## src/rtl/mask_inv_pipe.sv

```systemverilog
// rtl/mask_inv_pipe.sv - XOR-mask stream stage with 2-entry skid buffer and transfer counter
// Optional out_parity output enabled by defining MASK_INV_PIPE_PARITY_EN.
module mask_inv_pipe #(
  parameter int unsigned     N        = 4,
  parameter logic [N-1:0]    MASK_RST = N'(4'b0101)
) (
  input  logic         clk,
  input  logic         n_reset,
  input  logic         in_valid,
  output logic         in_ready,
  input  logic [N-1:0] in_data,
  output logic         out_valid,
  input  logic         out_ready,
  output logic [N-1:0] out_data,
  input  logic         mask_we,
  input  logic [N-1:0] mask_wdata,
  output logic [N-1:0] mask_q,
`ifdef MASK_INV_PIPE_PARITY_EN
  output logic         out_parity,
`endif
  output logic [15:0]  xfer_count
);

  typedef enum logic [1:0] {
    EMPTY = 2'd0,
    ONE   = 2'd1,
    FULL  = 2'd2
  } state_t;

  state_t       state;
  logic [N-1:0] skid_data;
  logic [N-1:0] word;
  logic         in_xfer;
  logic         out_xfer;

  // mask_q is read before any same-cycle write lands, so a write affects later captures only
  assign word     = in_data ^ mask_q;
  assign in_xfer  = in_valid && in_ready;
  assign out_xfer = out_valid && out_ready;

`ifdef MASK_INV_PIPE_PARITY_EN
  logic skid_parity;
  logic word_parity;

  assign word_parity = ^word;

  always_ff @(posedge clk or negedge n_reset) begin
    if (!n_reset) begin
      out_parity  <= 1'b0;
      skid_parity <= 1'b0;
    end else begin
      case (state)
        EMPTY: if (in_xfer) out_parity <= word_parity;
        ONE: begin
          if (in_xfer && out_xfer)  out_parity  <= word_parity;
          if (in_xfer && !out_xfer) skid_parity <= word_parity;
        end
        FULL: if (out_xfer) out_parity <= skid_parity;
        default: ;
      endcase
    end
  end
`endif

  // in_ready is a register driven from the next state, so out_ready never reaches it combinationally
  always_ff @(posedge clk or negedge n_reset) begin
    if (!n_reset) begin
      state     <= EMPTY;
      in_ready  <= 1'b0;
      out_valid <= 1'b0;
      out_data  <= '0;
      skid_data <= '0;
    end else begin
      case (state)
        EMPTY: begin
          in_ready <= 1'b1;
          if (in_xfer) begin
            out_data  <= word;
            out_valid <= 1'b1;
            state     <= ONE;
          end
        end
        ONE: begin
          in_ready <= 1'b1;
          case ({in_xfer, out_xfer})
            2'b11: out_data <= word;
            2'b10: begin
              skid_data <= word;
              in_ready  <= 1'b0;
              state     <= FULL;
            end
            2'b01: begin
              out_valid <= 1'b0;
              state     <= EMPTY;
            end
            default: ;
          endcase
        end
        FULL: begin
          in_ready <= 1'b0;
          if (out_xfer) begin
            out_data <= skid_data;
            in_ready <= 1'b1;
            state    <= ONE;
          end
        end
        default: begin
          state     <= EMPTY;
          in_ready  <= 1'b0;
          out_valid <= 1'b0;
        end
      endcase
    end
  end

  always_ff @(posedge clk or negedge n_reset) begin
    if (!n_reset) begin
      mask_q <= MASK_RST;
    end else if (mask_we) begin
      mask_q <= mask_wdata;
    end
  end

  always_ff @(posedge clk or negedge n_reset) begin
    if (!n_reset) begin
      xfer_count <= 16'h0000;
    end else if (out_xfer) begin
      xfer_count <= xfer_count + 16'h0001;
    end
  end

endmodule
```

## config.mk

```make
export PLATFORM = sky130hd
export DESIGN_NAME = mask_inv_pipe
export DESIGN_NICKNAME = d
export VERILOG_FILES = /design/src/rtl/mask_inv_pipe.sv
export SDC_FILE = /design/constraint.sdc
export NUM_CORES = 1
export LEC_CHECK = 0
export BUFFER_PORTS_ARGS = -buffer_cell sky130_fd_sc_hd__buf_2
export CORE_MARGIN = 1.5
export CORE_UTILIZATION = 30
export DETAILED_ROUTE_END_ITERATION = 8
export PLACE_DENSITY = 0.61
export SLEW_MARGIN = 20
export SYNTH_ARGS = -nofsm -noshare
export SYNTH_HDL_FRONTEND = slang
export SYNTH_SLANG_ARGS = --single-unit
```

## constraint.sdc

```tcl
create_clock -name clk -period 1.64 [get_ports clk]
set_input_delay 0.082 -clock clk [delete_from_list [all_inputs] [get_ports clk]]
set_output_delay 0.082 -clock clk [all_outputs]
set_load 0.05 [all_outputs]
```

[Word-level counts from Yosys, hierarchy flattened]
Cells that the tools add are included.
Cells by class
  reduce and logical (&&, ||, !) cells: 8
  equal/unequal tests: 10
  div/mod/pow operators: 0
  shift operators: 0
  muxes and demuxes: 14
  $mul: 0
  bitwise gates (word level): 2
  add/subtract/negate cells: 1
  $lt $le $gt $ge: 0
Operators by type and width (number)
  $add 16x1->16 const B: 1
  $mux 4: 3
  $pmux 4 s3: 1
  $eq 2x2->1 const B: 3
  $pmux 1 s3: 2
  $pmux 2 s3: 1
  $reduce_and 3->1: 2
  $eq 2x1->1 const B: 2
  $mux 1: 4
  $mux 2: 2
  $ne 2x1->1 const B: 2
  $ne 2x2->1 const B: 2
  $pmux 2 s2: 1
  $reduce_and 4->1: 1
  $xor 4x4->4: 1
  $ne 3x2->1 const B: 1
  $reduce_bool 3->1: 1
  $logic_and 1x1->1: 2
  $logic_not 2->1: 1
  $reduce_and 2->1: 1
  $not 1->1: 1
Storage, ports and cells
  output and inout bits: 26
  bits in read-only memories: 0
  memories kept: 0
  input bits: 13
  bits in latches: 0
  logic and storage cells: 42
  memory bits (writable): 0
  flip-flop bits (word level): 32

[Depth between registers and ports, before layout]
Gate-level depths: netlist of the first run.
  depth in word-level cells: 4
  mapped depth: 5
  mapped depth without buffers: 5

[Least setup slack after synthesis of the first run]
Ideal clock, no wire load.
  path type: reg2reg
  start: reg xfer_count[0]
  end: reg xfer_count[12]
  period minus slack after synthesis: 1652 ps
  cell stages (with the launch flop): 6
  buffers on the path: 0
  required time: 1496 ps
  arrival time: 1508 ps
  path slack: -12 ps
  library setup time: 144 ps
  path through: dfrtp_1 ha_1 nand4_1 and2b_1 nand3_1 xnor2_1
On the way
  cells in the longest elaborated chain, start to end: 1
RTL lines
  start, declared: RTL line 21  | output logic [15:0] xfer_count
  start signal, assigned: RTL line 128  | xfer_count <= xfer_count + 16'h0001;
  $add 16x1->16: RTL line 128
Every way passes these cells.
A chain may end at the register's enable or synchronous reset.

[Final worst setup path of the first run]
  start: reg out_valid
  end: reg out_data[3]
On the way
  cells in the longest elaborated chain, start to end: 4
  elaborated cells between the ends (all ways): 5
  classes of those cells: eq/ne: 3; reduce/logical: 2
RTL lines
  start, declared: RTL line 12  | output logic out_valid,
  start signal, assigned: RTL line 70  | out_valid <= 1'b0;
  start signal, assigned: RTL line 79  | out_valid <= 1'b1;
  start signal, assigned: RTL line 93  | out_valid <= 1'b0;
  $logic_and 1x1->1 *: RTL line 39  | assign out_xfer = out_valid && out_ready;
  $eq 2x2->1: RTL line 85  | case ({in_xfer, out_xfer})
  $ne 2x1->1 (no line)
  $reduce_and 4->1 (no line) *
  end signal, assigned: RTL line 78  | out_data <= word;
  end signal, assigned: RTL line 86  | 2'b11: out_data <= word;
  end signal, assigned: RTL line 102  | out_data <= skid_data;
  end, declared: RTL line 14  | output logic [N-1:0] out_data,
Every way passes the cells marked *; elsewhere a longest branch is shown, timed or not.

==> results of run 1 <==
through the flow:
stage	hold WS, ns	cell area (sq um)
after global routing	0.0170	1870
after floorplan	-0.214	1500
final	0.0292	1870
after CTS	0.0172	1870
after detailed placement	0.0545	1770
after global placement	0.0537	1770
layout by cell type, fill, tap and decap left out, drive strengths merged:
cell type,Yosys,routed
o22a,1,1
inv,6,6
nand4,4,4
and2,1,1
clkbuf,0,7
buf,2,40
clkinv,0,1
nor3,2,2
dlygate4sd3,0,1
mux2,9,9
xor2,6,6
dfstp,2,2
o22ai,1,1
mux2i,5,5
nand2,12,12
nor2,10,10
xnor2,13,13
and4,2,2
ha,1,1
dfrtp,30,30
and2b,1,1
a21oi,4,4
a22o,1,1
nand2b,2,2
o21ai,2,2
and3,1,1
nand3,7,7
power breakdown:
part | switching, uW | internal, uW | total [uW]
logic | 71.7 | 38.1 | 110
registers | 8.70 | 803 | 812
clock network | 281 | 297 | 578
per-layer routing:
metal  vias up  part of all wire, %
met5         -                    0
li1        514                    -
met2        37                   44
met4         0                  1.8
met3         6                  8.2
met1       477                   46
flip-flops by register name, indices dropped and copies added, names as in the netlist:
name,cells
in_ready,1
mask_q,4
out_data,4
out_valid,1
skid_data,4
state,2
xfer_count,16
layout make-up:
class,count,area share (%)
Timing Repair Buffer,41,11.5
Tap cell,67,4.49
Clock buffer,7,4.09
Sequential cell,32,43.2
Inverter,6,1.21
Multi-Input combinational cell,85,35.2
Clock inverter,1,0.268
timing repair:
| item | CTS | global route |
|---|---|---|
| endpoints found under the hold margin | 19 | 0 |
| resized for setup | 0 | 0 |
| hold buffers | 1 | 0 |
cell families (layout without fill, tap and decap cells):
| family | after synthesis | after routing | synth area share [%] |
|---|---|---|---|
| multiplexers | 14 | 14 | 10.9 |
| AO/OA/AOI/OAI | 9 | 9 | 4.18 |
| buffers and inverters | 8 | 55 | 2.34 |
| adder cells (fa/ha/maj) | 1 | 1 | 0.837 |
| XOR/XNOR | 19 | 19 | 11.1 |
| flip-flops | 32 | 32 | 53.7 |
| AND/OR/NAND/NOR | 42 | 42 | 16.9 |
worst paths after layout:
kind | endpoint | start | cells past startpoint
min | mask_q[0]$_DFFE_PN1P_ | mask_wdata[0] | 2
min in group asynchronous | xfer_count[3]$_DFFE_PN0N_ | n_reset | 2
max reg2reg | out_data[3]$_DFFE_PN0P_ | out_valid$_DFFE_PN0P_ | 4
max in group asynchronous | mask_q[2]$_DFFE_PN1P_ | n_reset | 3
min reg2reg | xfer_count[15]$_DFFE_PN0N_ | xfer_count[15]$_DFFE_PN0N_ | 1
max | out_data[3]$_DFFE_PN0P_ | out_valid$_DFFE_PN0P_ | 4
worst register-to-register path, stage by stage, from the launching register on:
cell and delay (ns):
dfrtp_1 0.44, nand2_2 0.14, nor2_1 0.21, a22o_4 0.22, mux2_4 0.30
==> impl_results.md, run 1 <==
* Status: finished, final reports clean
* Post-Syn Instances at 125
* Via count at 1034
* Synth warnings at 0
* Htree depth at 2
* Setup TNS Final at 0 ns
* Max Slew Vio Count at 0
* Tot Pwr at 1500 uW
* First-pass GRT wire length at 4.90 mm
* Max-slew headroom at 71.0%
* Routed WL per cell at 11.8 um
* Sequential area share after synthesis at 53.7%
* CP Cell Sequence: nand2_2, nor2_1, a22o_4, mux2_4
* Max Cap Viol at 0
* Fin worst setup slack at 0.227 ns
* DR pass1 iterations at 2
* Cells after DPL at 230
* Initial core utilization at 31.4%
* Post-route non-filler standard cell count at 239
* Iter 0 DRT Violations at 26
* Mapped Nets at 139
* GR met2 Demand/Resource at 19.0%
* Worst path required time at 1.81 ns
* CTS clk-pin slew, worst paths at 0.07 ns
* Asr flop ratio synth at 100%
* RSZ-0062 raised after global routing: false
* Filler Cells Inserted at 489
* Overflow after GRT at 0
* Vias in the first global route at 1055
* Final ANT Viol Nets at 0
* Min-Delay Path Class: in2reg
* Area Growth Syn to Fin at 24.8%
* Slowest CP cell: dfrtp_1
* Highest clock rate at 0.708 GHz
* CP top delay family: flip-flops
* Count leader, synth: dfrtp_1
* Fin nets at 185
* Root Buffer: clkbuf_8
* Crit path arrival time at 1.58 ns
* Crit-path max FO at 6
* M1 GR Usage at 14.0%
* Post-synth cell types at 31
* Total power per unit cell area at 804 nW/um^2
* Syn Area/Cell at 12.0 sq um
* Post-DP HPWL at 2.11 mm
* Critical path class: reg2reg
* Largest net degree at the start of global routing at 21
* LEAKAGE at 0.000945 uW
* CP endpoint kind: flip-flop
* Largest area contributor in the netlist: dfrtp_1
* Clock period minus worst slack at 1.41 ns
* Row cnt at 25
* Core area at 4750 sq um
* Routability cong. at 0.734
* CTS Buf Count at 5
* Initial antenna violation count at 0
* Critical Path Source Type: flip-flop
* GR Util All Layers at 12.2%
* Post-synth EDFFs at 0
* Synthesized area at 1500 sq um
* Port bufs at 38
* Met3 global-route usage at 6.17%
* I/O pin cnt at 39
* Post-synth top cells: dfrtp_1, xnor2_1, nand2_1
* Final period utilization at 86.2%
* Final-report hold violation count at 0
* CTS tree: built
* Area occupied by multi-input gates at 657 sq um
* DR DRC count at 0
* Synth top area share at 50.2%
* Crit-path max cell delay at 0.44 ns
* DR vias/cell at 4.33
* Clk sinks at 32
* Layout Utilization at 39.2%
* Setup Buffers After CTS at 0
* Layout cell share with drive strength beyond 1 at 39.5%
* Worst-Skew Late Latency at 0.29 ns
* Die Ht at 73.6 um
* Most used routing layer: met2
* Reg area at 806 sq um
* Worst slew pin tran at 0.435 ns
* CP bufs+invs at 0
* Top_reg_cell synth: dfrtp_1
* Worst Skew at 0.00573 ns
* Clock Path Buffers at 2
* Pre-CTS setup slack at 0.214 ns
* DIE WIDTH at 73.6 um
* Die area at 5420 sq um
* DRT Wirelength at 2.82 mm
* Final setup viols at 0
* Largest cells by area after synthesis: dfrtp_1, xnor2_1, mux2_2
* VDD IR max at 0.429 mV
* Reg2reg setup slack at 0.23 ns
* N_diodes at 0
* Number of synthesized register bits at 32
Power figures use the tool's default switching activity.
==> run 2, diff against run 1 <==
Settings changed: PLACE_DENSITY 0.61 to 0.48.
==> run 2 against run 1 <==
Effect of this change: sequential share of layout area shrank 0.087 points; clock skew about the same; total power increased by 6.2%; sequential power barely moved; clock power increased by 16%; via count increased by 3.2%; cell count is 0.84% lower; register-to-register slack lost 0.02 ns; hold slack worse by 0.0016 ns; non-clock buffer count down 2; first-iteration DRC count is 85% higher; largest power group unchanged; highest routed layer unchanged.
==> impl_results.md, run 2 (synthesized netlist as in run 1, its figures left out) <==
* Most frequent cells in the layout: buf_2, dfrtp_1, xnor2_1, nand2_1, nor2_1
* DR pass1 iterations at 4 (+2)
* Row cnt at 25 (unchanged)
* Max-slew headroom at 51.6% (-19 points)
* Routed WL per cell at 12.4 um (+5.2%)
* Internal at 1220 uW (+7.4%)
* Setup Buffers After CTS at 0 (unchanged)
* Initial antenna violation count at 0 (unchanged)
* CP startpoint: out_valid$_DFFE_PN0P_
* Via count at 1067 (+3.2%)
* Crit-path max FO at 6 (unchanged)
* Worst path required time at 1.81 ns (about the same)
* Placed cell areas at 1760 sq um (-0.85%)
* Final ANT Viol Nets at 0 (unchanged)
* CTS hold repair buffers at 1 (unchanged)
* Area Growth Syn to Fin at 25.0%
* Port bufs at 38 (unchanged)
* Min-Delay Path Class: in2reg
* Pre-CTS setup slack at 0.221 ns (+0.00778 ns)
* Switch share at 23.3% (-0.83 points)
* Vias in the first global route at 1108 (+5.0%)
* Setup crit end: out_data[3]$_DFFE_PN0P_
* Origin of the critical flop-to-flop path: out_valid$_DFFE_PN0P_
* DRT Wirelength at 2.94 mm (+4.4%)
* Max Cap Viol at 0 (unchanged)
* Post-CTS Resized at 0 (unchanged)
* RSZ-0062 raised after global routing: false
* Filler Cells Inserted at 493 (+0.82%)
* Largest net degree at the start of global routing at 33 (+57%)
* Status: finished, final reports clean
* Tot Pwr at 1590 uW (+6.2%)
* Worst R2R End: out_data[3]$_DFFE_PN0P_
* Worst slew pin tran at 0.726 ns (+0.291 ns)
* Final setup viols at 0 (unchanged)
* First-pass GRT wire length at 5.03 mm (+2.7%)
* Crit path arrival time at 1.60 ns (+0.02 ns)
* VDD IR max at 0.390 mV (-8.9%)
* Final-report hold violation count at 0 (unchanged)
* Final period utilization at 87.4% (+1.3 points)
* Worst Reg-to-Reg Cells at 4 (unchanged)
* Total power per unit cell area at 852 nW/um^2 (+6.0%)
* Root Buffer: clkbuf_8
* Post-route non-filler standard cell count at 237 (-0.84%)
* Reg2reg setup slack at 0.21 ns (-0.02 ns)
* CTS Buf Count at 5 (unchanged)
* Sequential share of power at 51.0% (-3.1 points)
* GR Util All Layers at 12.3% (+0.14 points)
* Die Ht at 73.6 um (unchanged)
* N_diodes at 0 (unchanged)
* DR DRC count at 0 (unchanged)
* Logic gate share of total power at 6.8% (-0.5 points)
* Max Slew Vio Count at 0 (unchanged)
* Critical path class: reg2reg
* Commonest non-fill, non-tap cell in the layout: buf_2
* NetSw at 370 uW (+2.5%)
* I/O pin cnt at 39 (unchanged)
* Register bank with the most flops: xfer_count
* Highest clock rate at 0.697 GHz (-1.5%)
* Clock Path Buffers at 2 (unchanged)
* Worst hold stages at 2 (unchanged)
* Iter 0 DRT Violations at 48 (+85%)
* Core area at 4750 sq um (unchanged)
* Clk sinks at 32 (unchanged)
* Post-route cell area at 1870 sq um (+0.20%)
* CTS clk-pin slew, worst paths at 0.07 ns (about the same)
* Worst Skew at 0.00579 ns (+0.0000550 ns)
* Clock period minus worst slack at 1.43 ns (+0.0211 ns)
* Overflow after GRT at 0 (unchanged)
* DIE WIDTH at 73.6 um (unchanged)
* Setup TNS Final at 0 ns (unchanged)
* DR vias/cell at 4.50 (+4.1%)
* Clk pwr share at 42.2% (+3.7 points)
* Largest register FFs at 16 (unchanged)
* Fin nets at 183 (-1.1%)
* LEAKAGE at 0.000946 uW (about the same)
* Htree depth at 2 (unchanged)
* Routability cong. at 0.810 (+10%)
* Die area at 5420 sq um (unchanged)
* CP endpoint kind: flip-flop
* Post-DP HPWL at 2.14 mm (+1.8%)
* Layout cell share with drive strength beyond 1 at 39.4% (-0.12 points)
* Initial core utilization at 31.4% (unchanged)
* Fin worst setup slack at 0.206 ns (-0.0211 ns)
* CTS tree: built
* Worst-Skew Late Latency at 0.28 ns (about the same)
* Critical Path Source Type: flip-flop
* Cells after DPL at 228 (-0.87%)
[run 2: final cells by class]
cell class | count | area (sq um) | share of cell area [%]
repair buffers | 39 | 200 | 10.7
clock buffers | 8 | 100 | 5.35
multi-input cells | 85 | 657 | 35.1
well taps | 67 | 83.8 | 4.48
inverters | 6 | 22.5 | 1.20
flip-flops and latches | 32 | 806 | 43.1
[run 2: per-stage QoR]
step                      utilization, %  hold WS [ns]
after CTS                           39.3        0.0164
after global placement              37.0         0.177
after floorplan                        -        -0.214
after detailed placement            37.0         0.191
final                               39.3        0.0277
after global routing                39.3        0.0293
[run 2: critical path: stages (launching register included)]
cell,delay (ns)
dfrtp_1,0.44
nand2_2,0.17
nand2_1,0.13
a22o_4,0.28
mux2_4,0.30
[run 2: worst min path at each step]
stage / startpoint / endpoint / slack (ns)
2_1_floorplan: n_reset / in_ready$_DFF_PN0_ / -0.21
3_3_place_gp: n_reset / xfer_count[3]$_DFFE_PN0N_ / 0.18
3_5_place_dp: n_reset / xfer_count[3]$_DFFE_PN0N_ / 0.19
4_1_cts: mask_wdata[0] / mask_q[0]$_DFFE_PN1P_ / 0.02
5_1_grt: mask_wdata[0] / mask_q[0]$_DFFE_PN1P_ / 0.03
6_report: mask_wdata[0] / mask_q[0]$_DFFE_PN1P_ / 0.03
[run 2: layer usage]
layer | GRT usage, % | vias up | share of wire (%)
met1 | 14.0 | 510 | 43
li1 | - | 511 | -
met3 | 4.25 | 8 | 6.1
met5 | 0 | - | 0
met2 | 21.0 | 38 | 50
met4 | 4.94 | 0 | 1.6
[run 2: power by group through the flow]
stage	combinational, uW	sequential (uW)	clock, uW
floorplan	25.7	862	0
global placement	108	826	0
detailed placement	110	827	0
CTS	112	812	707
global route	118	813	737
finish	109	812	672
